--- src/rtl/prog_loader_pkg.sv ---
// Shared types, character constants and sizing helpers for the program loader.
package prog_loader_pkg;

    // Loader FSM states.
    typedef enum logic [2:0] {
        ST_IDLE  = 3'd0,
        ST_SEP   = 3'd1,
        ST_WORD  = 3'd2,
        ST_ADDR  = 3'd3,
        ST_WRITE = 3'd4,
        ST_DONE  = 3'd5,
        ST_ERR   = 3'd6
    } state_t;

    // Control and separator characters of the hex image format.
    localparam logic [7:0] CH_AT  = 8'h40;
    localparam logic [7:0] CH_EOT = 8'h04;
    localparam logic [7:0] CH_SP  = 8'h20;
    localparam logic [7:0] CH_TAB = 8'h09;
    localparam logic [7:0] CH_LF  = 8'h0A;
    localparam logic [7:0] CH_CR  = 8'h0D;

    // Number of hex digits needed to express a value of the given bit width.
    function automatic int hex_digits(input int bits);
        return (bits + 3) / 4;
    endfunction

endpackage

--- src/rtl/hex_char_decode.sv ---
// Combinational classifier for one ASCII character of the hex image.
module hex_char_decode
    import prog_loader_pkg::*;
(
    input  logic [7:0] ch,
    output logic       is_hex,
    output logic       is_ws,
    output logic       is_at,
    output logic       is_eot,
    output logic [3:0] value
);

    // Hex digit detection and nibble value; letters map 'A'/'a' (low nibble 1) to 10.
    always_comb begin
        is_hex = 1'b0;
        value  = 4'h0;
        if ((ch >= 8'h30) && (ch <= 8'h39)) begin
            is_hex = 1'b1;
            value  = ch[3:0];
        end else if ((ch >= 8'h41) && (ch <= 8'h46)) begin
            is_hex = 1'b1;
            value  = ch[3:0] + 4'd9;
        end else if ((ch >= 8'h61) && (ch <= 8'h66)) begin
            is_hex = 1'b1;
            value  = ch[3:0] + 4'd9;
        end else begin
            is_hex = 1'b0;
            value  = 4'h0;
        end
    end

    // Separator and control character detection.
    always_comb begin
        is_ws  = 1'b0;
        is_at  = 1'b0;
        is_eot = 1'b0;
        case (ch)
            CH_SP, CH_TAB, CH_LF, CH_CR: is_ws  = 1'b1;
            CH_AT:                       is_at  = 1'b1;
            CH_EOT:                      is_eot = 1'b1;
            default: begin
                is_ws  = 1'b0;
                is_at  = 1'b0;
                is_eot = 1'b0;
            end
        endcase
    end

endmodule

--- src/rtl/prog_loader.sv ---
// Program-memory loader: parses an ASCII hex image one character at a time and
// writes assembled instruction words sequentially into the program memory.
module prog_loader
    import prog_loader_pkg::*;
#(
    parameter int Psize = 4,
    parameter int Isize = 15
)
(
    input  logic             clk,
    input  logic             n_reset,
    input  logic [7:0]       in_data,
    input  logic             in_valid,
    output logic             in_ready,
    output logic             mem_we,
    output logic [Psize-1:0] mem_addr,
    output logic [Isize:0]   mem_wdata,
    output logic             busy,
    output logic             done,
    output logic             error
);

    localparam int DW    = hex_digits(Isize + 1);
    localparam int AW    = hex_digits(Psize);
    localparam int MAXD  = (DW > AW) ? DW : AW;
    // At least two digits wide so the shift slice below is always legal.
    localparam int ACC_W = 4 * ((MAXD > 2) ? MAXD : 2);
    localparam int CNT_W = $clog2(MAXD + 1) + 1;

    localparam logic [CNT_W-1:0] DW_C   = CNT_W'(DW);
    localparam logic [CNT_W-1:0] AW_C   = CNT_W'(AW);
    localparam logic [CNT_W-1:0] ONE_C  = CNT_W'(1);
    localparam logic [CNT_W-1:0] ZERO_C = CNT_W'(0);
    localparam logic [Psize-1:0] PTR_MAX = {Psize{1'b1}};

    state_t             state_r, state_nxt;
    logic [ACC_W-1:0]   acc_r, acc_nxt;
    logic [CNT_W-1:0]   cnt_r, cnt_nxt;
    logic [Psize-1:0]   ptr_r, ptr_nxt;
    logic               full_r, full_nxt;
    logic               eot_r, eot_nxt;
    logic               error_r, error_nxt;

    logic               rdy_r;
    logic               mem_we_r;
    logic [Psize-1:0]   mem_addr_r;
    logic [Isize:0]     mem_wdata_r;
    logic               done_r;
    logic               busy_r;

    logic               is_hex_s, is_ws_s, is_at_s, is_eot_s;
    logic [3:0]         dig_s;
    logic               take_s;
    logic [ACC_W-1:0]   acc_shift_s;
    logic [ACC_W-1:0]   acc_digit_s;
    logic               addr_ovf_s;

    hex_char_decode u_dec (
        .ch     (in_data),
        .is_hex (is_hex_s),
        .is_ws  (is_ws_s),
        .is_at  (is_at_s),
        .is_eot (is_eot_s),
        .value  (dig_s)
    );

    assign take_s      = in_valid & rdy_r;
    assign acc_shift_s = {acc_r[ACC_W-5:0], dig_s};
    assign acc_digit_s = {{(ACC_W-4){1'b0}}, dig_s};
    // Address token value does not fit the program memory.
    assign addr_ovf_s  = ((acc_r >> Psize) != {ACC_W{1'b0}});

    // State register.
    always_ff @(posedge clk or negedge n_reset) begin
        if (!n_reset) begin
            state_r <= ST_IDLE;
        end else begin
            state_r <= state_nxt;
        end
    end

    // Next-state and datapath update decode.
    always_comb begin
        state_nxt = state_r;
        acc_nxt   = acc_r;
        cnt_nxt   = cnt_r;
        ptr_nxt   = ptr_r;
        full_nxt  = full_r;
        eot_nxt   = eot_r;
        error_nxt = error_r;
        case (state_r)
            ST_IDLE: begin
                if (take_s && !is_ws_s && !is_eot_s) begin
                    // A new load starts: rewind and handle the char as a separator-state char.
                    ptr_nxt   = {Psize{1'b0}};
                    full_nxt  = 1'b0;
                    error_nxt = 1'b0;
                    if (is_hex_s) begin
                        acc_nxt   = acc_digit_s;
                        cnt_nxt   = ONE_C;
                        state_nxt = ST_WORD;
                    end else if (is_at_s) begin
                        acc_nxt   = {ACC_W{1'b0}};
                        cnt_nxt   = ZERO_C;
                        state_nxt = ST_ADDR;
                    end else begin
                        state_nxt = ST_ERR;
                    end
                end else begin
                    state_nxt = ST_IDLE;
                end
            end
            ST_SEP: begin
                if (!take_s || is_ws_s) begin
                    state_nxt = ST_SEP;
                end else if (is_hex_s) begin
                    // A word after the last address would wrap; refuse it.
                    if (full_r) begin
                        state_nxt = ST_ERR;
                    end else begin
                        acc_nxt   = acc_digit_s;
                        cnt_nxt   = ONE_C;
                        state_nxt = ST_WORD;
                    end
                end else if (is_at_s) begin
                    acc_nxt   = {ACC_W{1'b0}};
                    cnt_nxt   = ZERO_C;
                    state_nxt = ST_ADDR;
                end else if (is_eot_s) begin
                    state_nxt = ST_DONE;
                end else begin
                    state_nxt = ST_ERR;
                end
            end
            ST_WORD: begin
                if (!take_s) begin
                    state_nxt = ST_WORD;
                end else if (is_hex_s) begin
                    if (cnt_r == DW_C) begin
                        state_nxt = ST_ERR;
                    end else begin
                        acc_nxt = acc_shift_s;
                        cnt_nxt = cnt_r + ONE_C;
                    end
                end else if (is_ws_s) begin
                    eot_nxt   = 1'b0;
                    state_nxt = ST_WRITE;
                end else if (is_eot_s) begin
                    eot_nxt   = 1'b1;
                    state_nxt = ST_WRITE;
                end else begin
                    state_nxt = ST_ERR;
                end
            end
            ST_ADDR: begin
                if (!take_s) begin
                    state_nxt = ST_ADDR;
                end else if (is_hex_s) begin
                    if (cnt_r == AW_C) begin
                        state_nxt = ST_ERR;
                    end else begin
                        acc_nxt = acc_shift_s;
                        cnt_nxt = cnt_r + ONE_C;
                    end
                end else if (is_ws_s) begin
                    if ((cnt_r == ZERO_C) || addr_ovf_s) begin
                        state_nxt = ST_ERR;
                    end else begin
                        ptr_nxt   = acc_r[Psize-1:0];
                        full_nxt  = 1'b0;
                        state_nxt = ST_SEP;
                    end
                end else begin
                    state_nxt = ST_ERR;
                end
            end
            ST_WRITE: begin
                // The last address is written once and then marked full instead of wrapping.
                if (ptr_r == PTR_MAX) begin
                    full_nxt = 1'b1;
                end else begin
                    ptr_nxt = ptr_r + {{(Psize-1){1'b0}}, 1'b1};
                end
                state_nxt = eot_r ? ST_DONE : ST_SEP;
            end
            ST_DONE: begin
                state_nxt = ST_IDLE;
            end
            ST_ERR: begin
                // Drain everything until the end-of-transmission marker.
                if (take_s && is_eot_s) begin
                    state_nxt = ST_IDLE;
                end else begin
                    state_nxt = ST_ERR;
                end
            end
            default: begin
                state_nxt = ST_IDLE;
            end
        endcase
        error_nxt = (state_nxt == ST_ERR) ? 1'b1 : error_nxt;
    end

    // Accumulator, digit counter, pointer, full flag and error flag registers.
    always_ff @(posedge clk or negedge n_reset) begin
        if (!n_reset) begin
            acc_r   <= {ACC_W{1'b0}};
            cnt_r   <= ZERO_C;
            ptr_r   <= {Psize{1'b0}};
            full_r  <= 1'b0;
            eot_r   <= 1'b0;
            error_r <= 1'b0;
        end else begin
            acc_r   <= acc_nxt;
            cnt_r   <= cnt_nxt;
            ptr_r   <= ptr_nxt;
            full_r  <= full_nxt;
            eot_r   <= eot_nxt;
            error_r <= error_nxt;
        end
    end

    // Registered outputs decoded from the next state so they line up with state_r.
    always_ff @(posedge clk or negedge n_reset) begin
        if (!n_reset) begin
            rdy_r       <= 1'b0;
            mem_we_r    <= 1'b0;
            mem_addr_r  <= {Psize{1'b0}};
            mem_wdata_r <= {(Isize+1){1'b0}};
            done_r      <= 1'b0;
            busy_r      <= 1'b0;
        end else begin
            rdy_r    <= (state_nxt != ST_WRITE) && (state_nxt != ST_DONE);
            mem_we_r <= (state_nxt == ST_WRITE);
            done_r   <= (state_nxt == ST_DONE);
            busy_r   <= (state_nxt != ST_IDLE);
            if (state_nxt == ST_WRITE) begin
                mem_addr_r  <= ptr_r;
                mem_wdata_r <= acc_r[Isize:0];
            end else begin
                mem_addr_r  <= mem_addr_r;
                mem_wdata_r <= mem_wdata_r;
            end
        end
    end

    assign in_ready  = rdy_r;
    assign mem_we    = mem_we_r;
    assign mem_addr  = mem_addr_r;
    assign mem_wdata = mem_wdata_r;
    assign busy      = busy_r;
    assign done      = done_r;
    assign error     = error_r;

endmodule
--- config.mk ---
export PLATFORM = sky130hd
export DESIGN_NAME = prog_loader
export DESIGN_NICKNAME = d
export VERILOG_FILES = /design/src/rtl/prog_loader_pkg.sv /design/src/rtl/hex_char_decode.sv /design/src/rtl/prog_loader.sv
export SDC_FILE = /design/constraint.sdc
export NUM_CORES = 1
export LEC_CHECK = 0
export BUFFER_PORTS_ARGS = -buffer_cell sky130_fd_sc_hd__buf_2
export CORE_ASPECT_RATIO = 0.6
export CORE_MARGIN = 2
export CORE_UTILIZATION = 40
export DETAILED_ROUTE_END_ITERATION = 10
export GPL_ROUTABILITY_DRIVEN = 1
export SLEW_MARGIN = 20
export SYNTH_ARGS = -nofsm -noshare
export SYNTH_HDL_FRONTEND = slang
export SYNTH_SLANG_ARGS = --single-unit
--- constraint.sdc ---
create_clock -name clk -period 3.5 [get_ports clk]
set_input_delay 0.35 -clock clk [delete_from_list [all_inputs] [get_ports clk]]
set_output_delay 0.35 -clock clk [all_outputs]
set_load 0.01 [all_outputs]
# After elaboration in Yosys (flattened, before gate mapping)
# Cells that the tools add are included.
# totals
regBits	54
inputBits	11
word_cells	158
output_inout_bits	25
# classes
muxes	74
n_reduce_logical	27
bitwise	2
n_eq_ne	33
n_addsub	3
magnitude_cmp	6
# op_table
cell	count
16-bit two-way mux	12
4-bit two-way mux	21
16-bit case mux with 4 select lines	1
3-bit two-way mux	17
2-bit inequality test, second input constant	13
8-bit by 4-bit == test with 1-bit output, second input constant	3
3-bit case mux with 6 select lines	1
8-bit by 7-bit greater-or-equal comparator with 1-bit output, second input constant	2
8-bit by 7-bit <= comparator with 1-bit output, second input constant	2
1-bit two-way mux	16
4-bit case mux with 4 select lines	1
16-bit nonzero test	1
3-bit == test, second input constant	5
7-bit AND reduction	2
4-bit case mux with 3 select lines	1
10-bit AND reduction	1
3-bit inequality test, second input constant	3
4-bit by 1-bit adder with 4-bit output, second input constant	2
8-bit by 3-bit == test with 1-bit output, second input constant	1
8-bit by 6-bit == test with 1-bit output, second input constant	1
8-bit by 7-bit == test with 1-bit output, second input constant	1
8-bit by 6-bit greater-or-equal comparator with 1-bit output, second input constant	1
8-bit by 6-bit <= comparator with 1-bit output, second input constant	1
1-bit logical AND	7
other kinds (20)	29

# Logic depth before layout (Yosys ltp)
# logic_depth
word_depth	11
depth_mapped	12
ltp_nobuf	9

# Cells and area by module
# Synthesis repeated with hierarchy kept, for this count alone.
# unflattened
cells_unflattened	289
area_unflattened_um2	2940.3
# by_module_without_submodules
mod	seq_area_each_um2	instances	area_each_um2	cells_per_inst
prog_loader	1351.3	1	2675.1	254
hex_char_decode	0.0	1	265.3	35

# Least setup slack after synthesis
# OpenSTA, ideal clock, no wires.
# synth_timing
path_kind	input port to flip-flop
start	input port in_data[0]
end	register mem_addr_r[0] (netlist: mem_addr[0])
slack_ps	721
cell_stages	11
t_required_ps	3375
arrival_time_ps	2654
setup_time_ps	125
path_cell_list	inv_1 > ha_1 > nor3b_1 > nor3_4 > or2_1 > buf_6 > a2111oi_2 > a211o_4 > nor3b_4 > buf_6 > mux2_4
# synth_between
elab_chain_len	9
elab_cells_between_ends	45
# synth_lines
item	line_no	rtl
start: declaration	prog_loader.sv:12	input logic [7:0] in_data,
8-bit by 7-bit greater-or-equal comparator with 1-bit output (tied with other cells)	hex_char_decode.sv:23	end else if ((ch >= 8'h61) && (ch <= 8'h66)) begin
1-bit logical AND or 4-bit OR reduction (tied branches)	hex_char_decode.sv:23, hex_char_decode.sv:37	
1-bit two-way mux, on equally long branches	hex_char_decode.sv:23, hex_char_decode.sv:37	
1-bit two-way mux or 1-bit logical NOT (tied branches)	hex_char_decode.sv:20, prog_loader.sv:93	
1-bit two-way mux or 1-bit logical AND (tied branches)	hex_char_decode.sv:17, prog_loader.sv:93	
3-bit two-way mux (tied with other cells)	prog_loader.sv:158	end else if (is_hex_s) begin
3-bit two-way mux, on equally long branches	--	
3-bit case mux with 6 select lines (*)	prog_loader.sv:91	case (state_r)
net state_nxt[2]	prog_loader.sv:36	state_t state_r, state_nxt;
3-bit == test (*)	prog_loader.sv:237	if (state_nxt == ST_WRITE) begin
end signal: assignment	prog_loader.sv:228	mem_addr_r <= {Psize{1'b0}};
end signal: assignment	prog_loader.sv:238	mem_addr_r <= ptr_r;
end signal: assignment	prog_loader.sv:241	mem_addr_r <= mem_addr_r;
end: declaration	prog_loader.sv:46	logic [Psize-1:0] mem_addr_r;
# Mark *: on every way through the listed nets, which the timed path passes. The rest lies on a longest branch.
# A chain may end at the register's enable or synchronous reset.

# Worst setup path after layout
# layout_timing
start	input port in_data[0]
end	register mem_wdata_r[14] (netlist: mem_wdata[14])
# layout_between
elab_chain_len	9
elab_cells_between_ends	45
# layout_lines
item	line_no	rtl
8-bit by 7-bit greater-or-equal comparator with 1-bit output (tied with other cells)	hex_char_decode.sv:23	
1-bit logical AND or 4-bit OR reduction (tied branches)	hex_char_decode.sv:23, hex_char_decode.sv:37	
1-bit two-way mux, on equally long branches	hex_char_decode.sv:23, hex_char_decode.sv:37	
1-bit two-way mux or 1-bit logical NOT (tied branches)	hex_char_decode.sv:20, prog_loader.sv:93	
1-bit two-way mux or 1-bit logical AND (tied branches)	hex_char_decode.sv:17, prog_loader.sv:93	
3-bit two-way mux (tied with other cells)	prog_loader.sv:158	
3-bit two-way mux, on equally long branches	--	
3-bit case mux with 6 select lines (*)	prog_loader.sv:91	
net state_nxt[2]	prog_loader.sv:36	
3-bit == test (*)	prog_loader.sv:237	
end signal: assignment	prog_loader.sv:229	mem_wdata_r <= {(Isize+1){1'b0}};
end signal: assignment	prog_loader.sv:239	mem_wdata_r <= acc_r[Isize:0];
end signal: assignment	prog_loader.sv:242	mem_wdata_r <= mem_wdata_r;
end: declaration	prog_loader.sv:47	logic [Isize:0] mem_wdata_r;
# Marks and branches as above.

==> impl_metrics.sql <==
INSERT INTO impl_metrics (metric_group, metric, value, unit) VALUES
('cells_and_area', 'most-common-layout-cells', '54 x sky130_fd_sc_hd__dfrtp_1, 37 x sky130_fd_sc_hd__nand2_1, 35 x sky130_fd_sc_hd__buf_2', ''),
('sta', 'setup-violations-final', '0', ''),
('global_route', 'grt_max_degree', '39', ''),
('power', 'power_density', '741', 'nW/µm²'),
('floorplan', 'floorplan.initialDensity', '42.3', '%'),
('run', 'max_cap_viol_count', '0', ''),
('synth', 'edff_count_synth', '0', ''),
('clock_network', 'post_cts_hold_buffers', '0', ''),
('placed_design', 'io_buffers', '35', ''),
('drt', 'remaining_drc_errors', '0', ''),
('critical_path', 'critical-path-max-stage-delay', '470', 'ps'),
('global_route', 'antenna_found_initial', '0', ''),
('cells_and_area', 'insertedDiodeCount', '0', ''),
('synth', 'asyncSetResetFlopFracSynth', '100', '%'),
('drt', 'vias', '2111', ''),
('clock_network', 'clock-root-buffer', 'sky130_fd_sc_hd__clkbuf_16', ''),
('sta', 'fin_setup_tns', '0', 'ps'),
('critical_path', 'crit_path_cell_trace', 'buf_2 -> inv_1 -> ha_1 -> nor3b_1 -> nor3_4 -> or2_1 -> a2111oi_2 -> a211o_4 -> nor3b_4 -> buf_12 -> mux2_4', ''),
('synth', 'synth_top_flop_cell', 'sky130_fd_sc_hd__dfrtp_1', ''),
('global_route', 'globalRoute.totalOverflow', '0', ''),
('floorplan', 'core.rowCount', '23', ''),
('status', 'run_status', 'completed', ''),
('synth', 'synth_area_per_cell', '10.6', 'µm²'),
('critical_path', 'critical_path_arrival', '3080', 'ps'),
('drt', 'wirelength', '6.27', 'mm'),
('power', 'combPwrFrac', '38.2', '%'),
('critical_path', 'critical_path.endpoint_type', 'flip-flop', ''),
('clock_network', 'clkLatencyLatePin', '300', 'ps'),
('power', 'sequentialPowerShare', '38.4', '%'),
('sta', 'worst_pin_slew', '837', 'ps'),
('synth', 'netlist-cell-type-count', '57', ''),
('sta', 'relSlewSlack', '44.2', '%'),
('critical_path', 'worst_path_max_delay_cell', 'sky130_fd_sc_hd__nor3b_1', ''),
('clock_network', 'post-cts-setup-buffers', '0', ''),
('clock_network', 'cts_inserted_buffers', '5', ''),
('power', 'cellLeakagePower', '1.60', 'nW'),
('synth', 'synth_seq_area_share', '46.9', '%'),
('power', 'cell_internal_pwr', '1.57', 'mW'),
('critical_path', 'setup.worst_path.class', 'in -> reg', ''),
('placed_design', 'place_congestion', '0.905', ''),
('critical_path', 'path_delay_family', 'simple AND/OR/NAND/NOR gates', ''),
('placed_design', 'hpwl', '4.58', 'mm'),
('synth', 'synth_nets', '291', ''),
('power', 'switching_share', '36.2', '%'),
('sta', 'post-route-min-period', '2890', 'ps'),
('cells_and_area', 'final_common_cell', 'sky130_fd_sc_hd__dfrtp_1', ''),
('clock_network', 'clock_path_buffers', '2', ''),
('sta', 'grt_setup_unrepaired', 'false', ''),
('drt', 'detail_route.first_pass.iterations', '4', ''),
('drt', 'route.detailed.wl_per_inst', '15.8', 'µm'),
('drt', 'drt-vias-per-instance', '5.33', ''),
('floorplan', 'chipWidth', '114', 'µm'),
('drt', 'drt_iter0_drc', '133', ''),
('hold_path', 'hold_class', 'in -> async', ''),
('critical_path', 'crit-reg2reg-launch', 'cnt_r[0]$_DFFE_PN0P_', ''),
('power', 'power.switching', '0.895', 'mW'),
('sta', 'maxClockFrequency', '346', 'MHz'),
('critical_path', 'buf_inv_on_cp', '3', ''),
('clock_network', 'numClockSinks', '54', ''),
('power', 'ir_drop', '0.449', 'mV'),
('critical_path', 'critPathRequiredTime', '3680', 'ps'),
('critical_path', 'path_max_fanout', '20', ''),
('clock_network', 'clock_tree_from_tritoncts', 'yes', ''),
('clock_network', 'post_cts_resize_count', '0', ''),
('clock_network', 'clkSlewWorstSetupHoldPaths', '80', 'ps'),
('drt', 'postRouteAntennaNets', '0', ''),
('global_route', 'wire_length_of_the_first_global_routing_pass', '10.6', 'mm'),
('placed_design', 'place_worst_setup_slack', '304', 'ps'),
('synth', 'synth_seq_cells', '54', ''),
('cells_and_area', 'design.final.nets', '327', ''),
('sta', 'finalHoldViolations', '0', '');
## per-stage QoR
step / power, mW / instance area, µm² / util (%) / instances / hold WS [ps]
after floorplan: 1.62 / 2880 / - / 272 / 54.4
after global placement: 1.89 / 3160 / 46.3 / 388 / 485
after detailed placement: 1.91 / 3160 / 46.3 / 388 / 483
after CTS: 2.49 / 3330 / 48.9 / 396 / 183
after global routing: 2.63 / 3330 / 48.9 / 396 / 211
final: 2.47 / 3330 / 48.9 / 396 / 148
## sequential cells by signal, indices dropped and copies added, names as in the netlist, 3 cells and up
register   cells
mem_addr       4
ptr_r          4
cnt_r          4
acc_r         16
state_r        3
mem_wdata     16
## final timing paths
kind | slack (ps) | to | depth (start not counted)
setup / recovery | 610 | mem_wdata[14]$_DFFE_PN0N_ | 11
hold / removal | 150 | mem_addr[1]$_DFFE_PN0N_ | 1
setup reg to reg | 710 | mem_wdata[14]$_DFFE_PN0N_ | 10
hold reg to reg | 500 | error$_DFFE_PN0P_ | 1
max in group asynchronous | 2610 | cnt_r[0]$_DFFE_PN0P_ | 2
min in group clk | 380 | acc_r[1]$_DFFE_PN0P_ | 3
## worst register-to-register path: stages (launching register included)
cell,delay [ps]
sky130_fd_sc_hd__dfrtp_1,410
sky130_fd_sc_hd__inv_1,110
sky130_fd_sc_hd__ha_1,190
sky130_fd_sc_hd__or3b_2,440
sky130_fd_sc_hd__nand4_1,130
sky130_fd_sc_hd__a21oi_2,80
sky130_fd_sc_hd__a2111oi_2,370
sky130_fd_sc_hd__a211o_4,180
sky130_fd_sc_hd__nor3b_4,220
sky130_fd_sc_hd__buf_12,220
sky130_fd_sc_hd__mux2_4,330
## power by group through the flow
stage               Sequential, mW  Clock [mW]  Combinational (mW)
floorplan                    0.934           0               0.686
global placement             0.961           0               0.929
detailed placement           0.962           0               0.945
CTS                          0.951       0.587               0.948
global route                 0.982       0.616                1.03
finish                       0.949       0.577               0.943
## Yosys cell counts (3+ instances only)
| cell type | instances | share of area, % |
|---|---|---|
| sky130_fd_sc_hd__dfrtp_1 | 54 | 47 |
| sky130_fd_sc_hd__nand2_1 | 37 | 4.8 |
| sky130_fd_sc_hd__mux2_4 | 20 | 10 |
| sky130_fd_sc_hd__nor2_1 | 20 | 2.6 |
| sky130_fd_sc_hd__nand3_1 | 16 | 2.8 |
| sky130_fd_sc_hd__a21oi_1 | 12 | 2.1 |
| sky130_fd_sc_hd__o21ai_0 | 9 | 1.6 |
| sky130_fd_sc_hd__ha_1 | 8 | 3.5 |
| sky130_fd_sc_hd__clkbuf_1 | 6 | 0.78 |
| sky130_fd_sc_hd__inv_1 | 6 | 0.78 |
| sky130_fd_sc_hd__nor4_1 | 6 | 1.3 |
| sky130_fd_sc_hd__and2_1 | 4 | 0.87 |
| sky130_fd_sc_hd__and3_1 | 4 | 0.87 |
| sky130_fd_sc_hd__nand4b_1 | 4 | 1.2 |
| sky130_fd_sc_hd__o21ai_1 | 4 | 0.69 |
| sky130_fd_sc_hd__buf_2 | 3 | 0.52 |
| sky130_fd_sc_hd__buf_6 | 3 | 1.2 |
| sky130_fd_sc_hd__nand2b_1 | 3 | 0.65 |
| sky130_fd_sc_hd__nand4_1 | 3 | 0.65 |
| sky130_fd_sc_hd__nor2b_1 | 3 | 0.65 |
## per-layer routing
metal  routed length (µm)  share of wire (%)  up-vias  GRT usage, %
met2                 2330                 37       42          21.7
met1                 3580                 57     1008          27.9
li1                     -                  -     1056             -
met3                  319                5.1        5          4.63
met5                    0                  0        -             0
met4                   38               0.61        0          2.44
## cell type report
type	instances	area, µm²
Sequential cell	54	1350
Fill cell	637	3490
Timing Repair Buffer	41	233
Clock inverter	3	47.5
Multi-Input combinational cell	200	1450
Clock buffer	5	125
Inverter	6	22.5
Tap cell	87	109
## kinds of logic after synthesis
family                   Yosys count  synth area share, %
AND/OR/NAND/NOR                  117                 21.8
buffers and inverters             18                 3.25
flip-flops                        54                 46.9
XOR/XNOR                           2                0.607
adder cells (fa/ha/maj)            8                 3.47
AO/OA/AOI/OAI                     52                 13.3
multiplexers                      21                 10.8
Note: power is estimated with default switching activity, not from simulation.
